`src/rtl/i2c_pkg.sv`:
```
// Shared definitions for the I2C master: FSM states, bus constants and timing widths.
package i2c_pkg;

    typedef enum logic [3:0] {
        IDLE,
        START,
        ADDR,
        ADDR_ACK,
        WDATA,
        WACK,
        RDATA,
        RNACK,
        STOP
    } state_e;

    localparam logic I2C_WRITE = 1'b0;
    localparam logic I2C_READ  = 1'b1;
    localparam logic I2C_ACK   = 1'b0;
    localparam logic I2C_NACK  = 1'b1;

    // CLK_DIV is limited to 1023, so a 10-bit divider counter is enough.
    localparam int unsigned DIV_W = 10;

endpackage

```
`src/rtl/i2c_clk_gen.sv`:
```
// Quarter-period tick generator: fires every CLK_DIV cycles while enabled and
// steps the q0..q3 index; stall_i holds the final count (SCL stretching).
module i2c_clk_gen
    import i2c_pkg::*;
#(
    parameter int unsigned CLK_DIV = 5
) (
    input  logic       clk,
    input  logic       rst,
    input  logic       en_i,
    input  logic       stall_i,
    output logic       tick_o,
    output logic [1:0] q_o
);

    localparam logic [DIV_W-1:0] LAST = DIV_W'(CLK_DIV - 1);

    logic [DIV_W-1:0] cnt_q, cnt_d;
    logic [1:0]       q_q, q_d;

    always_comb begin
        tick_o = en_i && (cnt_q == LAST) && !stall_i;
        cnt_d  = cnt_q;
        q_d    = q_q;
        if (!en_i) begin
            cnt_d = '0;
            q_d   = '0;
        end else if (cnt_q == LAST) begin
            if (!stall_i) begin
                cnt_d = '0;
                q_d   = q_q + 2'd1;
            end
        end else begin
            cnt_d = cnt_q + 1'b1;
        end
    end

    always_ff @(posedge clk or posedge rst) begin
        if (rst) begin
            cnt_q <= '0;
            q_q   <= '0;
        end else begin
            cnt_q <= cnt_d;
            q_q   <= q_d;
        end
    end

    assign q_o = q_q;

endmodule

```
`src/rtl/i2c_master.sv`:
```
// Single-byte I2C master (address + one write or read byte).
// Optional: define I2C_MASTER_CLK_STRETCH_EN to honour slave SCL stretching.
module i2c_master
    import i2c_pkg::*;
#(
    parameter int unsigned CLK_DIV = 5
) (
    input  logic       clk,
    input  logic       rst,
    input  logic       start,
    input  logic       rw,
    input  logic [6:0] addr,
    input  logic [7:0] wdata,
    output logic [7:0] rdata,
    output logic       busy,
    output logic       done,
    output logic       ack_err,
    output logic       scl_o,
    output logic       sda_o,
    input  logic       scl_i,
    input  logic       sda_i
);

    state_e     state_q, state_d;
    logic [7:0] addr_rw_q, wdata_q, rdata_q;
    logic [2:0] bit_q;
    logic       ack_err_q, done_q;
    logic       en, stall, tick, bit_end, sample, accept, shift_state;
    logic [1:0] q;

    assign en          = (state_q != IDLE);
    assign accept      = start && (state_q == IDLE) && !done_q;
    assign bit_end     = tick && (q == 2'd3);
    assign sample      = tick && (q == 2'd1);
    assign shift_state = (state_q == ADDR) || (state_q == WDATA) || (state_q == RDATA);

`ifdef I2C_MASTER_CLK_STRETCH_EN
    assign stall = (q == 2'd1) && !scl_i;
`else
    logic unused_scl;
    assign unused_scl = scl_i;
    assign stall      = 1'b0;
`endif

    i2c_clk_gen #(.CLK_DIV(CLK_DIV)) u_clk_gen (
        .clk     (clk),
        .rst     (rst),
        .en_i    (en),
        .stall_i (stall),
        .tick_o  (tick),
        .q_o     (q)
    );

    always_ff @(posedge clk or posedge rst) begin
        if (rst) state_q <= IDLE;
        else     state_q <= state_d;
    end

    always_comb begin
        state_d = state_q;
        case (state_q)
            IDLE:     if (accept) state_d = START;
            START:    if (bit_end) state_d = ADDR;
            ADDR:     if (bit_end && bit_q == 3'd7) state_d = ADDR_ACK;
            // ack_err_q was already updated at the q1 sample of this bit
            ADDR_ACK: if (bit_end) begin
                          if (ack_err_q)                      state_d = STOP;
                          else if (addr_rw_q[0] == I2C_READ)  state_d = RDATA;
                          else                                state_d = WDATA;
                      end
            WDATA:    if (bit_end && bit_q == 3'd7) state_d = WACK;
            WACK:     if (bit_end) state_d = STOP;
            RDATA:    if (bit_end && bit_q == 3'd7) state_d = RNACK;
            RNACK:    if (bit_end) state_d = STOP;
            STOP:     if (bit_end) state_d = IDLE;
            default:  state_d = IDLE;
        endcase
    end

    always_comb begin
        scl_o = 1'b1;
        sda_o = 1'b1;
        case (state_q)
            START: begin
                scl_o = (q != 2'd3);
                sda_o = (q == 2'd0);
            end
            STOP: begin
                scl_o = (q != 2'd0);
                sda_o = (q == 2'd3);
            end
            ADDR, ADDR_ACK, WDATA, WACK, RDATA, RNACK: begin
                scl_o = (q == 2'd1) || (q == 2'd2);
                if (state_q == ADDR)       sda_o = addr_rw_q[~bit_q];
                else if (state_q == WDATA) sda_o = wdata_q[~bit_q];
                else if (state_q == RNACK) sda_o = I2C_NACK;
            end
            default: ;
        endcase
    end

    always_ff @(posedge clk or posedge rst) begin
        if (rst) begin
            addr_rw_q <= '0;
            wdata_q   <= '0;
            rdata_q   <= '0;
            bit_q     <= '0;
            ack_err_q <= 1'b0;
            done_q    <= 1'b0;
        end else begin
            done_q <= (state_q == STOP) && bit_end;
            if (accept) begin
                addr_rw_q <= {addr, rw};
                wdata_q   <= wdata;
                bit_q     <= '0;
                ack_err_q <= 1'b0;
            end else begin
                if (bit_end && shift_state) bit_q <= bit_q + 3'd1;
                if (sample) begin
                    if ((state_q == ADDR_ACK || state_q == WACK) && sda_i == I2C_NACK)
                        ack_err_q <= 1'b1;
                    if (state_q == RDATA)
                        rdata_q <= {rdata_q[6:0], sda_i};
                end
            end
        end
    end

    assign busy    = en || done_q;
    assign done    = done_q;
    assign ack_err = ack_err_q;
    assign rdata   = rdata_q;

endmodule

```
`config.mk`:
```
export PLATFORM = sky130hd
export DESIGN_NAME = i2c_master
export DESIGN_NICKNAME = d
export VERILOG_FILES = /design/src/rtl/i2c_pkg.sv /design/src/rtl/i2c_clk_gen.sv /design/src/rtl/i2c_master.sv
export SDC_FILE = /design/constraint.sdc
export NUM_CORES = 1
export LEC_CHECK = 0
export BUFFER_PORTS_ARGS = -buffer_cell sky130_fd_sc_hd__buf_2
export CAP_MARGIN = 40
export CELL_PAD_IN_SITES_DETAIL_PLACEMENT = 1
export CELL_PAD_IN_SITES_GLOBAL_PLACEMENT = 1
export CORE_UTILIZATION = 25
export DETAILED_ROUTE_END_ITERATION = 7
export GPL_TIMING_DRIVEN = 0
export PLACE_DENSITY_LB_ADDON = 0.1
export SLEW_MARGIN = 20
export SYNTH_ARGS = -nofsm -noshare
export SYNTH_HDL_FRONTEND = slang
export SYNTH_SLANG_ARGS = --single-unit
```
`constraint.sdc`:
```
create_clock -name clk -period 2.05 [get_ports clk]
set_input_delay 0.41 -clock clk [delete_from_list [all_inputs] [get_ports clk]]
set_output_delay 0.41 -clock clk [all_outputs]
set_load 0.02 [all_outputs]
```
==> out/metrics.yaml <==
cts_hold_buffers: 0
ant_nets: 0
ys_types: 43
grt_max_degree: 30
io_buffers: 32
drive_above_1_share_pct: 38.1
drv_slew: 0
grt_setup_unrepaired: "yes"
max_freq_mhz: 417
rows: 35
crit_fanout: 3
crit_start: "bit_q[0]$_DFFE_PP0P_"
drt_iter0_drc: 51
crit_type: "reg -> out"
hold_ws_ns: 0.0890
clk_pin_slew_worst_paths_ns: 0.08
fin_tns_setup_ns: -0.437
ys.flop_type: "dfrtp_1"
r2r_end: "state_q[1]$_DFFE_PP0P_"
first_pass_iters: 4
clock_skew_ns: 0.00468
gr-total-overflow: 0
cts_inserted_buffers: 5
dr_total_vias: 1880
peakVddDrop_mv: 0.346
grt_pass1_vias: 1899
p_leak_nw: 1.43
pin_count: 34
core_um2: 9150
hold_viol: 0
wl_per_cell_um: 14.7
yosysSeqAreaShare_pct: 47.9
cp-start-kind: "register"
routed_wl_mm: 5.87
r2r-start: "u_clk_gen.cnt_q[0]$_DFF_PP0_"
cts_buffer_depth: 2
synth-edff-count: 0
fin_crit_ns: 2.40
synth_cells: 237
fillCellCount: 1050
syn_nets: 265
hold_class: "in -> async"
required_ns: 1.64
avgSynthCellArea_um2: 9.91
setup_viol: 3
cp.arrival_ns: 1.99
r2r_setup_slack_ns: -0.05
final_core_util_pct: 33.4
synth_area_um2: 2350
grt_pass1_wl_mm: 9.69
seq_area_um2: 1130
finalWorstSetupSlack_ns: -0.345
clk_latency_ns: 0.30
hpwl_mm: 4.00
power.density_nw_per_um2: 1180
gp_congestion: 0.725
slew_headroom_pct: 64.6
crit_path_end: "sda_o"
cp-end-kind: "output pin"
max_slew.worst_pin.slew_ns: 0.525
cts_max_level: 2
drv_cap: 0
antenna_found_initial: 0
die_h_um: 98.9
viasPerCell: 4.70
gr-usage-all-layers_pct: 12.8
cts.sinks: 45
nets: 318
syn_to_final_growth_pct: 30.3
p_total_mw: 3.60
antenna_cells: 0
dieWidth_um: 98.9
cts_tree: "done"
async_flop_share_pct: 100
ys_warn_count: 0
clock-root-buffer: "clkbuf_8"
start_util_pct: 25.7
multi_input_area_um2: 1280
drc: 0
finalCritPeriodShare_pct: 117
die_area_um2: 9790
synth-seq-cells: 45
status: "complete, but fails checks"
violations: "negative setup slack"
worstRegToRegCells: 7
cell families after synthesis:
family,Yosys count,share of synthesized area (%)
xor gates and xnor gates,10,3.73
AOI/OAI and AO/OA,21,6.18
and+or+nand+nor,113,23.2
muxes,20,11.3
adders and majority gates,7,3.73
DFF,45,47.9
buffers and inverters,21,3.94
synth_stat cells, drive strengths merged (2+ instances only):
| cell | instances | area (um^2) |
|---|---|---|
| mux4 | 4 | 90.1 |
| o41ai | 2 | 17.5 |
| nor4 | 5 | 31.3 |
| nand2b | 5 | 31.3 |
| a211oi | 3 | 22.5 |
| o22ai | 3 | 18.8 |
| o21ai | 2 | 10.0 |
| or3b | 2 | 17.5 |
| nand3 | 5 | 37.5 |
| a21oi | 4 | 20.0 |
| ha | 7 | 87.6 |
| clkbuf | 6 | 22.5 |
| buf | 6 | 36.3 |
| mux2i | 4 | 40.0 |
| or2 | 3 | 18.8 |
| xor2 | 3 | 26.3 |
| nor3 | 6 | 41.3 |
| nor2 | 20 | 77.6 |
| dfrtp | 45 | 1130 |
| inv | 9 | 33.8 |
| mux2 | 12 | 135 |
| nand2 | 59 | 221 |
| xnor2 | 7 | 61.3 |
power breakdown:
group / leakage [nW] / internal (mW) / switching [mW]
Combinational: 0.815 / 0.859 / 0.870
Sequential: 0.579 / 1.15 / 0.197
Clock: 0.0399 / 0.225 / 0.306
routing by layer:
metal | global-route usage [%] | part of all wire [%]
met4 | 4.25 | 1.9
met2 | 20.8 | 48
met3 | 2.41 | 2.7
met1 | 17.1 | 48
met5 | 0 | 0
worst min path at each step:
stage | startpoint | endpoint | cells after the start | slack, ns
floorplan | addr_rw_q[2]$_DFFE_PP0P_ | addr_rw_q[2]$_DFFE_PP0P_ | 2 | 0.44
detailed placement | rst | u_clk_gen.cnt_q[1]$_DFF_PP0_ | 2 | 0.43
global route | rst | u_clk_gen.cnt_q[1]$_DFF_PP0_ | 2 | 0.11
global placement | addr_rw_q[2]$_DFFE_PP0P_ | addr_rw_q[2]$_DFFE_PP0P_ | 2 | 0.46
CTS | rst | u_clk_gen.cnt_q[1]$_DFF_PP0_ | 2 | 0.1
finish | rst | u_clk_gen.cnt_q[0]$_DFF_PP0_ | 2 | 0.09
registers in the layout, summed over array words and instances (netlist names):
name	count
u_clk_gen.cnt_q	10
addr_rw_q	8
rdata	8
wdata_q	8
state_q	4
bit_q	3
u_clk_gen.q_o	2
ack_err	1
done	1
critical path, stage by stage, from the launching register on:
cell     delay [ns]
dfrtp_2        0.41
mux4_2         0.51
mux2_4         0.29
o41ai_2        0.18
o21ai_1        0.13
buf_4          0.17
cell usage in the layout (no fill, tap or decap), drive strengths merged, types with 2 or more instances in the layout:
cell,count
ha,7
xnor2,7
a21oi,4
or2,3
nand3,5
nor2,20
o21ai,2
mux4,4
xor2,3
a211oi,3
buf,53
mux2,12
o22ai,3
dfrtp,45
nand2,59
or3b,2
mux2i,4
nor3,6
nand2b,5
nor4,5
o41ai,2
inv,9
clkbuf,10
area by class of cell:
type / instances / share of cell area [%]
buffer: 8 / 2.45
clock buffer: 5 / 2.25
clock inverter: 1 / 0.164
inverter: 9 / 1.10
multi-input combinational: 171 / 41.9
sequential: 45 / 37.0
tap: 111 / 4.54
timing repair buffer: 50 / 10.6
metrics by stage:
step | instance area (um^2) | instances | setup slack, ns
2_1_floorplan | 2350 | 237 | 0.0153
3_3_place_gp | 2650 | 380 | -0.240
3_5_place_dp | 2670 | 381 | -0.253
4_1_cts | 2950 | 395 | -0.391
5_1_grt | 3060 | 400 | -0.435
6_report | 3060 | 400 | -0.345
repair_timing:
item                       in CTS  in global routing
gates resized for setup        35                 18
buffers inserted                9                  7
pin swaps                       4                  5
setup endpoints to repair      40                 38
cloned                          0                  1
No activity file was read; power rests on OpenSTA's default activity.
